--- src/rtl/hazard5_bus_arbiter_if.sv ---
// AHB-Lite master-port signal bundle shared between the Hazard5 bus arbiter
// (master side) and the system bus / slave model (slave side).
interface hazard5_bus_arbiter_if #(
  parameter int W_ADDR = 32,
  parameter int W_DATA = 32
) ();

  logic [W_ADDR-1:0] haddr;
  logic [1:0]        htrans;
  logic              hwrite;
  logic [2:0]        hsize;
  logic [W_DATA-1:0] hwdata;
  logic [W_DATA-1:0] hrdata;
  logic              hready;
  logic              hresp;

  modport master (
    output haddr,
    output htrans,
    output hwrite,
    output hsize,
    output hwdata,
    input  hrdata,
    input  hready,
    input  hresp
  );

  modport slave (
    input  haddr,
    input  htrans,
    input  hwrite,
    input  hsize,
    input  hwdata,
    output hrdata,
    output hready,
    output hresp
  );

endinterface

--- src/rtl/hazard5_bus_arbiter.sv ---
// Arbitrates instruction fetch and load/store onto one AHB-Lite master port,
// tracking the data-phase owner and routing responses back to it.
module hazard5_bus_arbiter #(
  parameter int W_ADDR = 32,
  parameter int W_DATA = 32
) (
  input  logic              clk,
  input  logic              rst_n,

  input  logic              f_req,
  input  logic [W_ADDR-1:0] f_addr,
  output logic              f_aph_ready,
  output logic              f_dph_ready,
  output logic              f_dph_err,
  output logic [W_DATA-1:0] f_rdata,

  input  logic              x_req,
  input  logic [W_ADDR-1:0] x_addr,
  input  logic              x_write,
  input  logic [1:0]        x_size,
  input  logic [W_DATA-1:0] x_wdata,
  output logic              x_aph_ready,
  output logic              x_dph_ready,
  output logic              x_dph_err,
  output logic [W_DATA-1:0] x_rdata,

  hazard5_bus_arbiter_if.master ahb
);

  typedef enum logic [1:0] {
    OWN_NONE  = 2'd0,
    OWN_FETCH = 2'd1,
    OWN_LS    = 2'd2
  } owner_t;

  localparam logic [1:0] HTRANS_IDLE   = 2'b00;
  localparam logic [1:0] HTRANS_NONSEQ = 2'b10;

  // Fetches are always word-aligned; clear the low two address bits.
  localparam logic [W_ADDR-1:0] WORD_MASK = ~W_ADDR'(3);

  owner_t aph_lock_reg, aph_lock_next;
  owner_t dph_owner_reg, dph_owner_next;
  owner_t grant;
  logic   err_cancel;
  logic   issue;

  always_ff @(posedge clk or negedge rst_n) begin
    if (!rst_n) begin
      aph_lock_reg  <= OWN_NONE;
      dph_owner_reg <= OWN_NONE;
    end else begin
      aph_lock_reg  <= aph_lock_next;
      dph_owner_reg <= dph_owner_next;
    end
  end

  // First cycle of a two-cycle ERROR response: the pending address phase is dropped.
  always_comb begin
    err_cancel = ahb.hresp && !ahb.hready;

    grant = OWN_NONE;
    if (aph_lock_reg != OWN_NONE) begin
      grant = aph_lock_reg;
    end else if (x_req) begin
      grant = OWN_LS;
    end else if (f_req) begin
      grant = OWN_FETCH;
    end

    issue = (grant != OWN_NONE) && !err_cancel;
  end

  always_comb begin
    ahb.htrans = issue ? HTRANS_NONSEQ : HTRANS_IDLE;
    ahb.haddr  = f_addr & WORD_MASK;
    ahb.hsize  = 3'b010;
    ahb.hwrite = 1'b0;
    if (grant == OWN_LS) begin
      ahb.haddr  = x_addr;
      ahb.hsize  = {1'b0, x_size};
      ahb.hwrite = x_write;
    end
    ahb.hwdata = x_wdata;

    f_aph_ready = (grant == OWN_FETCH) && ahb.hready && !err_cancel;
    x_aph_ready = (grant == OWN_LS)    && ahb.hready && !err_cancel;
  end

  // Lock holds an issued-but-stalled address phase so it stays stable.
  always_comb begin
    aph_lock_next = aph_lock_reg;
    if (err_cancel || ahb.hready) begin
      aph_lock_next = OWN_NONE;
    end else if (issue) begin
      aph_lock_next = grant;
    end

    dph_owner_next = dph_owner_reg;
    if (ahb.hready) begin
      dph_owner_next = issue ? grant : OWN_NONE;
    end
  end

  always_comb begin
    f_dph_ready = (dph_owner_reg == OWN_FETCH) && ahb.hready;
    x_dph_ready = (dph_owner_reg == OWN_LS)    && ahb.hready;
    f_dph_err   = f_dph_ready && ahb.hresp;
    x_dph_err   = x_dph_ready && ahb.hresp;
    f_rdata     = ahb.hrdata;
    x_rdata     = ahb.hrdata;
  end

endmodule

--- src/flat_wrapper.sv ---
// flat-port wrapper written by rule: the top's interface ports become plain ports
module hazard5_bus_arbiter_flat 
#(
  parameter int W_ADDR = 32,
  parameter int W_DATA = 32
)
  (clk, rst_n, f_req, f_addr, f_aph_ready, f_dph_ready, f_dph_err, f_rdata, x_req, x_addr, x_write, x_size, x_wdata, x_aph_ready, x_dph_ready, x_dph_err, x_rdata, ahb_haddr, ahb_htrans, ahb_hwrite, ahb_hsize, ahb_hwdata, ahb_hrdata, ahb_hready, ahb_hresp);
  hazard5_bus_arbiter_if #(.W_ADDR(W_ADDR), .W_DATA(W_DATA)) ahb_i ();
  input  logic clk;
  input  logic rst_n;
  input  logic f_req;
  input  logic [W_ADDR-1:0] f_addr;
  output logic f_aph_ready;
  output logic f_dph_ready;
  output logic f_dph_err;
  output logic [W_DATA-1:0] f_rdata;
  input  logic x_req;
  input  logic [W_ADDR-1:0] x_addr;
  input  logic x_write;
  input  logic [1:0] x_size;
  input  logic [W_DATA-1:0] x_wdata;
  output logic x_aph_ready;
  output logic x_dph_ready;
  output logic x_dph_err;
  output logic [W_DATA-1:0] x_rdata;
  output wire logic [$bits(ahb_i.haddr)-1:0] ahb_haddr;
  output wire logic [$bits(ahb_i.htrans)-1:0] ahb_htrans;
  output wire logic [$bits(ahb_i.hwrite)-1:0] ahb_hwrite;
  output wire logic [$bits(ahb_i.hsize)-1:0] ahb_hsize;
  output wire logic [$bits(ahb_i.hwdata)-1:0] ahb_hwdata;
  input wire logic [$bits(ahb_i.hrdata)-1:0] ahb_hrdata;
  input wire logic [$bits(ahb_i.hready)-1:0] ahb_hready;
  input wire logic [$bits(ahb_i.hresp)-1:0] ahb_hresp;
  assign ahb_haddr = ahb_i.haddr;
  assign ahb_htrans = ahb_i.htrans;
  assign ahb_hwrite = ahb_i.hwrite;
  assign ahb_hsize = ahb_i.hsize;
  assign ahb_hwdata = ahb_i.hwdata;
  assign ahb_i.hrdata = ahb_hrdata;
  assign ahb_i.hready = ahb_hready;
  assign ahb_i.hresp = ahb_hresp;
  hazard5_bus_arbiter #(.W_ADDR(W_ADDR), .W_DATA(W_DATA)) u_core (.clk(clk), .rst_n(rst_n), .f_req(f_req), .f_addr(f_addr), .f_aph_ready(f_aph_ready), .f_dph_ready(f_dph_ready), .f_dph_err(f_dph_err), .f_rdata(f_rdata), .x_req(x_req), .x_addr(x_addr), .x_write(x_write), .x_size(x_size), .x_wdata(x_wdata), .x_aph_ready(x_aph_ready), .x_dph_ready(x_dph_ready), .x_dph_err(x_dph_err), .x_rdata(x_rdata), .ahb(ahb_i));
endmodule
--- config.mk ---
export PLATFORM = sky130hd
export DESIGN_NAME = hazard5_bus_arbiter_flat
export DESIGN_NICKNAME = d
export VERILOG_FILES = /design/src/rtl/hazard5_bus_arbiter_if.sv /design/src/rtl/hazard5_bus_arbiter.sv /design/src/flat_wrapper.sv
export SDC_FILE = /design/constraint.sdc
export NUM_CORES = 1
export LEC_CHECK = 0
export BUFFER_PORTS_ARGS = -buffer_cell sky130_fd_sc_hd__buf_2
export CORE_AREA = 2 2 107 109
export DETAILED_ROUTE_END_ITERATION = 6
export DIE_AREA = 0 0 109 111
export HOLD_SLACK_MARGIN = 0.08
export SETUP_SLACK_MARGIN = 0.5
export SYNTH_ARGS = -nofsm -noshare
export SYNTH_HDL_FRONTEND = slang
export SYNTH_SLANG_ARGS = --single-unit
--- constraint.sdc ---
create_clock -name clk -period 2.7 [get_ports clk]
set_clock_uncertainty 0.15 [all_clocks]
set_input_delay 0.675 -clock clk [delete_from_list [all_inputs] [get_ports clk]]
set_output_delay 0.675 -clock clk [all_outputs]
set_load 0.01 [all_outputs]
==> reports/results.ini, run 1 <==
[status]
status = complete, no violations

[yosys]
synth.yosys.seq_area_share = 0.0661
post_synth_instance_area_um2 = 1520
post-synth-top-count-cell = buf_4
synthDistinctLibCells = 21
synth_edf_count = 0
synth.ff_latch_count = 4
syn_avg_cell_area_um2 = 8.91
ranking_of_synthesized_cells_by_area = buf_4 (49%), mux2_4 (24%), dfrtp_1 (6.6%), mux2_2 (4.5%), buf_12 (2.6%)
dominantRegCellSynth = dfrtp_1
post_synth_most_frequent_cells = buf_4 (99), mux2_4 (24), inv_1 (7), nor2_1 (7), mux2_2 (6)
synth_largest_area_cell = buf_4
synth_async_sr_flop_share = 1.00
synthesis.yosys.warnings = 0
syn-instance-count = 170
netlist.area_leader.share = 0.491

[global_routing]
first_global_vias = 1058
gr-total-overflow = 0
groute.usage.overall = 0.0475
grt_max_degree = 27
grt_first_pass_wirelength_mm = 4.65
grt_antenna_before_repair = 0

[placed_design]
dp_hpwl_mm = 2.84
place.detailed.instances = 324
port_buffer_count = 112
place_ws_ns = 0.170
dpl-instance-area_um2 = 1490
routabilityCongestion = 0.594

[setup_path]
worst-endpoint-arrival_ns = 1.67
timing.critical_path.fanout_max = 7
critPathRequiredTime_ns = 1.88
setup.worst_path.start = x_req
reg_to_reg_startpoint = u_core.aph_lock_reg[1]$_DFFE_PN0P_
setup.worst_path.class = input pin to output port
endpoint_kind = output port
r2r.worst_path.cells = 2
timing.rr.end = u_core.aph_lock_reg[0]$_DFFE_PN0P_
critical_path.startpoint_type = input pin
rrSetupSlack_ns = 1.26
worst_setup_path_endpoint = ahb_haddr[19]

[power_and_ir_drop]
cellPowerDensity_nw_per_um2 = 341
static_leak_uw = 0.00103
worst_voltage_drop_across_the_vdd_grid_mv = 0.322

[die]
floorplan.rows = 39
initial_utilization = 0.137
core_region_area_um2 = 11100
io-pin-count = 277
die_area_um2 = 12100
die_w_um = 109
die_height_um = 111

[detailed_routing]
drc_errors = 0
final_antenna_net_count = 0
postRouteWirelength_mm = 3.83
wire_per_inst_um = 11.4
drt_pre_antenna_iters = 4
starting_drt_drc_count = 11
drt-vias-per-instance = 3.31
vias = 1117

[final_layout]
n_antenna_cell = 0
flow.area_growth_from_synthesis_pct = 30.1
fin_area_um2 = 1970
layoutNonFillerInstCount = 337
drive_gt1_frac = 0.881
finalNetCount = 333

[clock_tree]
clock_insertion_delay_at_the_later_pin_of_the_skew_report_ns = 0.22
holdBufCountCts = 0
cts_htree_levels = 1
cts_tree = yes
clock_sinks = 4
total_cts_buffers = 3
max-clock-path-buffers = 2
clk_transition_reported_paths_ns = 0.03
clock-root-buffer = clkbuf_16

[min_path]
min-delay-path-class = input pin to async pin

[sta]
maxSlewViolCount = 0
hold_viol_final = 0
min_period_over_period = 0.923
worst_setup_slack_final_ns = 0.208
final.setup.tns_ns = 0
period_minus_slack_ns = 2.49
max_freq_ghz = 0.401
rsz_0062_raised_after_global_routing = true
count_of_final_setup_violators = 0

[run]
drv.max_cap_violation_count = 0

==> timing repair <==
| action | CTS | global route |
|---|---|---|
| buffers inserted | 3 | 4 |
| setup endpoints to repair | 36 | 40 |
| gates resized for setup | 14 | 49 |
| pin swaps | 0 | 2 |
| cloned | 0 | 3 |
==> worst max-delay path: stages <==
cell       delay, ns
buf_8           0.10
o21bai_4        0.17
buf_12          0.13
clkbuf_16       0.15
mux2_4          0.31
buf_6           0.12
==> cell usage in the layout (no fill, tap or decap), types with 2 or more instances in the layout <==
cell / synthesis / routed
mux2_4: 24 / 30
nor2_1: 7 / 2
dfrtp_1: 4 / 4
nor3b_1: 4 / 2
clkbuf_16: 0 / 5
a31oi_1: 2 / 2
conb_1: 1 / 2
a211oi_2: 1 / 2
nor2_2: 0 / 2
buf_6: 2 / 31
inv_1: 7 / 6
nor3b_2: 0 / 2
buf_2: 1 / 83
nor2_4: 0 / 3
buf_12: 2 / 2
buf_8: 0 / 3
buf_4: 99 / 3
==> routing by layer <==
layer,vias up,part of all wire,GRT usage
li1,497,-,-
met1,496,0.31,0.0392
met2,113,0.54,0.0907
met3,11,0.14,0.0241
met4,0,0.0081,0.0214
met5,-,0,0
==> power by group <==
group	total (uW)	switching (uW)	internal, uW
clock network	229	40.0	189
registers	70.8	5.94	64.9
logic	371	138	233
==> final cells by class <==
type | count | area, um^2
fillers | 1230 | 9110
well taps | 143 | 179
inverters | 7 | 26.3
multi-input cells | 56 | 668
clock buffers | 3 | 75.1
flip-flops and latches | 4 | 100
repair buffers | 124 | 922
==> worst min path at each step <==
stage	start	to	slack, ns	depth (start not counted)
6_report	rst_n	u_core.dph_owner_reg[1]$_DFFE_PN0P_	0.10	1
5_1_grt	rst_n	u_core.aph_lock_reg[1]$_DFFE_PN0P_	0.11	1
4_1_cts	rst_n	u_core.dph_owner_reg[0]$_DFFE_PN0P_	0.10	1
3_5_place_dp	rst_n	u_core.dph_owner_reg[0]$_DFFE_PN0P_	0.34	1
3_3_place_gp	rst_n	u_core.dph_owner_reg[0]$_DFFE_PN0P_	0.33	1
2_1_floorplan	rst_n	u_core.aph_lock_reg[0]$_DFFE_PN0P_	0.23	0
==> cells by family after synthesis <==
logic type | count (synthesis) | share of synthesized area
flops | 4 | 0.0661
buf+inv | 111 | 0.552
other cells | 1 | 0.00247
compound gates | 7 | 0.0347
mux | 30 | 0.282
simple gates | 17 | 0.0619
==> through the flow <==
step | power, uW | hold slack (ns) | util
2_1_floorplan | 376 | 0.229 | -
3_3_place_gp | 331 | 0.334 | 0.134
3_5_place_dp | 337 | 0.338 | 0.134
4_1_cts | 589 | 0.105 | 0.148
5_1_grt | 707 | 0.106 | 0.178
6_report | 671 | 0.103 | 0.178
Power figures use the tool's default switching activity.
==> inputs of run 2 (changes only) <==
--- a/config.mk
+++ b/config.mk
@@ -10,6 +10,7 @@
 export DETAILED_ROUTE_END_ITERATION = 6
 export DIE_AREA = 0 0 109 111
 export HOLD_SLACK_MARGIN = 0.08
+export PLACE_DENSITY = 0.56
 export SETUP_SLACK_MARGIN = 0.5
 export SYNTH_ARGS = -nofsm -noshare
 export SYNTH_HDL_FRONTEND = slang
==> run 2 against run 1 <==
Critical path depth rose by 1; global-route usage rose by 0.062 points; combinational power fell by 7.8%; core utilization fell by 0.93 points; cell area fell by 5.2%; worst hold slack got worse by 0.0058 ns; count of clock-buffer cells in the layout did not move; non-clock buffer count fell by 1; fmax fell by 0.23%; clock power barely moved; critical endpoint is now ahb_haddr[29]; largest power group unchanged; highest routed layer unchanged.
==> reports/results.ini, run 2 (synthesis gave the netlist of run 1 again) <==
[setup_path]
r2r.worst_path.cells = 2
critical_path.max_stage_delay_ns = 0.30
critical_path.cell_chain = buf_8 > o21bai_4 > buf_12 > buf_6 > buf_8 > mux2_4 > buf_6
critPathRequiredTime_ns = 1.88
timing.rr.end = u_core.aph_lock_reg[0]$_DFFE_PN0P_
endpoint_kind = output port
timing.critical_path.depth = 7
setup.worst_path.start = x_req
setup.worst_path.class = input pin to output port
cpMaxStageDelayCell = mux2_4
timing.critical_path.max_delay_family = buffers and inverters
critical_path.n_buffers_inverters = 5
worst_setup_path_endpoint = ahb_haddr[29]
critical_path.startpoint_type = input pin
timing.critical_path.fanout_max = 6
reg_to_reg_startpoint = u_core.aph_lock_reg[1]$_DFFE_PN0P_
worst-endpoint-arrival_ns = 1.67
rrSetupSlack_ns = 1.27

[global_routing]
grt_max_degree = 27
first_global_vias = 994
groute.usage.overall = 0.0481
gr-total-overflow = 0
grt_first_pass_wirelength_mm = 4.62
grt_antenna_before_repair = 0

[sta]
final.setup.tns_ns = 0
count_of_final_setup_violators = 0
period_minus_slack_ns = 2.50
min_period_over_period = 0.925
rsz_0062_raised_after_global_routing = true
max_freq_ghz = 0.400
maxSlewViolCount = 0
hold_viol_final = 0

[clock_tree]
cts_htree_levels = 1
total_cts_buffers = 3
holdBufCountCts = 0
clock_insertion_delay_at_the_later_pin_of_the_skew_report_ns = 0.23
cts_tree = yes
clk_transition_reported_paths_ns = 0.03
clock_sinks = 4
max-clock-path-buffers = 2
clock-root-buffer = clkbuf_16

[power_and_ir_drop]
static_leak_uw = 0.000990
cellPowerDensity_nw_per_um2 = 345
power_uw = 645
worst_voltage_drop_across_the_vdd_grid_mv = 0.360

[final_layout]
n_antenna_cell = 0
flow.area_growth_from_synthesis_pct = 23.3
final_cell_mix = buf_2 (92), mux2_4 (29), buf_6 (22), inv_1 (6), clkbuf_16 (5)
layout_commonest_cell = buf_2
drive_gt1_frac = 0.860
finalNetCount = 332

[run]
drv.max_cap_violation_count = 0

[detailed_routing]
drc_errors = 0
starting_drt_drc_count = 19
vias = 1080
postRouteWirelength_mm = 3.68
wire_per_inst_um = 11.0
drt-vias-per-instance = 3.21
final_antenna_net_count = 0
drt_pre_antenna_iters = 3

[die]
initial_utilization = 0.137
core_region_area_um2 = 11100
die_height_um = 111
die_area_um2 = 12100
die_w_um = 109
floorplan.rows = 39
io-pin-count = 277

[placed_design]
routabilityCongestion = 0.596
dp_hpwl_mm = 2.77
port_buffer_count = 112

[status]
status = complete, no violations

[min_path]
min-delay-path-class = input pin to async pin

[run 2: changes by cell type in the layout (fill, tap and decap cells not counted), moves of 2 or more]
cell    change
buf_6       -9
nor2_1      +2
nor2_4      -2
buf_2       +9
[run 2: per-stage QoR]
step	utilization	cell area, um^2	hold slack (ns)	instances	setup WS (ns)
after floorplan	-	1520	0.229	171	0.439
after global routing	0.169	1870	0.106	336	0.164
final	0.169	1870	0.0975	336	0.202
after global placement	0.134	1490	0.332	324	0.183
after detailed placement	0.134	1490	0.335	324	0.174
after CTS	0.151	1670	0.0971	331	0.203
[run 2: worst min-delay path by stage]
stage	start	endpoint	slack, ns	cells past startpoint
2_1_floorplan	rst_n	u_core.aph_lock_reg[0]$_DFFE_PN0P_	0.23	0
3_3_place_gp	rst_n	u_core.dph_owner_reg[0]$_DFFE_PN0P_	0.33	1
3_5_place_dp	rst_n	u_core.dph_owner_reg[0]$_DFFE_PN0P_	0.33	1
4_1_cts	rst_n	u_core.dph_owner_reg[0]$_DFFE_PN0P_	0.1	1
5_1_grt	rst_n	u_core.dph_owner_reg[0]$_DFFE_PN0P_	0.11	1
6_report	rst_n	u_core.aph_lock_reg[0]$_DFFE_PN0P_	0.1	1
[run 2: timing repair]
item,4_1_cts,5_1_grt
pin swaps,0,1
resized for setup,17,26
setup buffers,4,3
gates cloned,0,2
setup endpoints to repair,36,41
[run 2: layout make-up]
cell class | count | area, um^2
clock buffer | 3 | 75.1
multi-input combinational | 56 | 637
tap | 143 | 179
timing repair buffer | 123 | 851
sequential | 4 | 100
inverter | 7 | 26.3
fill | 1218 | 9210
[run 2: where the power goes]
group          switching [uW]  total [uW]  internal [uW]
Combinational             128         342            214
Clock                    42.6         232            189
Sequential               6.21        71.1           64.8
[run 2: routing by layer]
| layer | track usage | vias to the layer above | part of all wire |
|---|---|---|---|
| met2 | 0.0807 | 93 | 0.47 |
| met3 | 0.0276 | 15 | 0.15 |
| met1 | 0.0475 | 478 | 0.36 |
| met5 | 0 | - | 0 |
| met4 | 0.0214 | 0 | 0.018 |
| li1 | - | 494 | - |
==> inputs of run 3 (changes only) <==
==> constraint.sdc (replaced) <==
create_clock -name clk -period 3 [get_ports clk]
set_clock_uncertainty 0.15 [all_clocks]
set_input_delay 0.75 -clock clk [delete_from_list [all_inputs] [get_ports clk]]
set_output_delay 0.75 -clock clk [all_outputs]
set_load 0.01 [all_outputs]
==> run 3 against run 2 <==
Setup slack improved by 0.16 ns; first-iteration DRC count decreased by 11%; sequential cell count unchanged; worst hold slack improved by 0.077 ns; clock power decreased by 9.9%; largest power group unchanged.
==> reports/results.ini, run 3 (synthesis gave the netlist of run 1 again) <==
[final_layout]
layout_commonest_cell = buf_2
final_cell_mix = buf_2 (106), mux2_4 (24), inv_1 (7), nor2_1 (7), buf_6 (7)
n_antenna_cell = 0
postLayoutCoreUtil = 0.153
fin_area_um2 = 1700
layout.filler_cells = 1235
flow.area_growth_from_synthesis_pct = 12.1
drive_gt1_frac = 0.828
finalNetCount = 331

[sta]
rsz_0062_raised_after_global_routing = true
maxSlewViolCount = 0
min_period_over_period = 0.881
worst_setup_slack_final_ns = 0.357
final.setup.tns_ns = 0
count_of_final_setup_violators = 0
whs_ns = 0.174
period_minus_slack_ns = 2.64
hold_viol_final = 0
max_freq_ghz = 0.378

[placed_design]
port_buffer_count = 112
dp_hpwl_mm = 2.90
dpl-instance-area_um2 = 1490
routabilityCongestion = 0.629
place_ws_ns = 0.334

[setup_path]
r2r.worst_path.cells = 2
endpoint_kind = output port
reg_to_reg_startpoint = u_core.aph_lock_reg[1]$_DFFE_PN0P_
rrSetupSlack_ns = 1.59
critPathRequiredTime_ns = 2.10
setup.worst_path.class = input pin to output port
worst-endpoint-arrival_ns = 1.74
timing.rr.end = u_core.aph_lock_reg[0]$_DFFE_PN0P_
timing.critical_path.fanout_max = 13
critical_path.startpoint_type = input pin
setup.worst_path.start = x_req

[run]
drv.max_cap_violation_count = 0

[power_and_ir_drop]
cellPowerDensity_nw_per_um2 = 317
static_leak_uw = 0.000918
worst_voltage_drop_across_the_vdd_grid_mv = 0.362

[die]
initial_utilization = 0.137
floorplan.rows = 39
io-pin-count = 277
die_area_um2 = 12100
core_region_area_um2 = 11100
die_w_um = 109
die_height_um = 111

[global_routing]
grt_max_degree = 27
gr-total-overflow = 0
first_global_vias = 1037
grt_first_pass_wirelength_mm = 4.61
groute.usage.overall = 0.0482
grt_antenna_before_repair = 0

[detailed_routing]
drt-vias-per-instance = 3.29
postRouteWirelength_mm = 3.69
final_antenna_net_count = 0
wire_per_inst_um = 11.0
vias = 1103
drc_errors = 0
drt_pre_antenna_iters = 4
starting_drt_drc_count = 17

[clock_tree]
holdBufCountCts = 0
total_cts_buffers = 3
clk_transition_reported_paths_ns = 0.03
cts_tree = yes
max-clock-path-buffers = 2
cts_htree_levels = 1
clock_insertion_delay_at_the_later_pin_of_the_skew_report_ns = 0.23
clock_sinks = 4
clock-root-buffer = clkbuf_16

[status]
status = complete, no violations

[min_path]
min-delay-path-class = input pin to async pin

==> run 3: cell types whose count changed in the layout (fill, tap and decap cells not counted), sizes merged <==
cell	delta
clkbuf	-2
buf	+1
==> run 3: critical path: stages <==
cell and delay [ns]:
buf_8 0.10, o21bai_4 0.12, buf_4 0.14, buf_12 0.14, mux2_2 0.34, buf_2 0.14
==> run 3: final cells by class <==
class,instances,area (um^2),area share
inverters,7,26.3,0.0155
clock buffers,3,75.1,0.0442
flip-flops and latches,4,100,0.0590
multi-input cells,56,596,0.351
well taps,143,179,0.105
repair buffers,122,722,0.425
==> run 3: per-stage QoR <==
stage	total power [uW]	cells
finish	539	335
floorplan	338	171
detailed placement	300	324
global placement	295	324
global route	569	335
CTS	529	330
==> run 3: worst max-delay path by stage <==
stage / to / slack, ns / depth (start not counted)
after global placement: ahb_haddr[31] / 0.34 / 5
final: ahb_haddr[3] / 0.36 / 6
after floorplan: ahb_haddr[27] / 0.59 / 4
after CTS: ahb_haddr[3] / 0.36 / 5
after detailed placement: ahb_haddr[3] / 0.33 / 5
after global routing: ahb_haddr[31] / 0.31 / 6
==> run 3: metal layers <==
metal / up-vias / part of all wire / GRT usage
met5: - / 0 / 0
met4: 0 / 0.036 / 0.0291
met2: 97 / 0.48 / 0.0845
met3: 20 / 0.14 / 0.0223
met1: 493 / 0.35 / 0.0446
li1: 493 / - / -
==> run 3: where the power goes <==
part | total, uW | internal (uW) | switching [uW]
sequential | 63.6 | 58.4 | 5.27
combinational | 267 | 161 | 106
clock | 209 | 170 | 38.5
total | 539 | 389 | 150
==> run 3: what timing repair did <==
action	4_1_cts	5_1_grt
setup endpoints to repair	31	32
buffers inserted	3	3
gates cloned	0	2
hold endpoints to repair	0	0
resized for setup	10	2
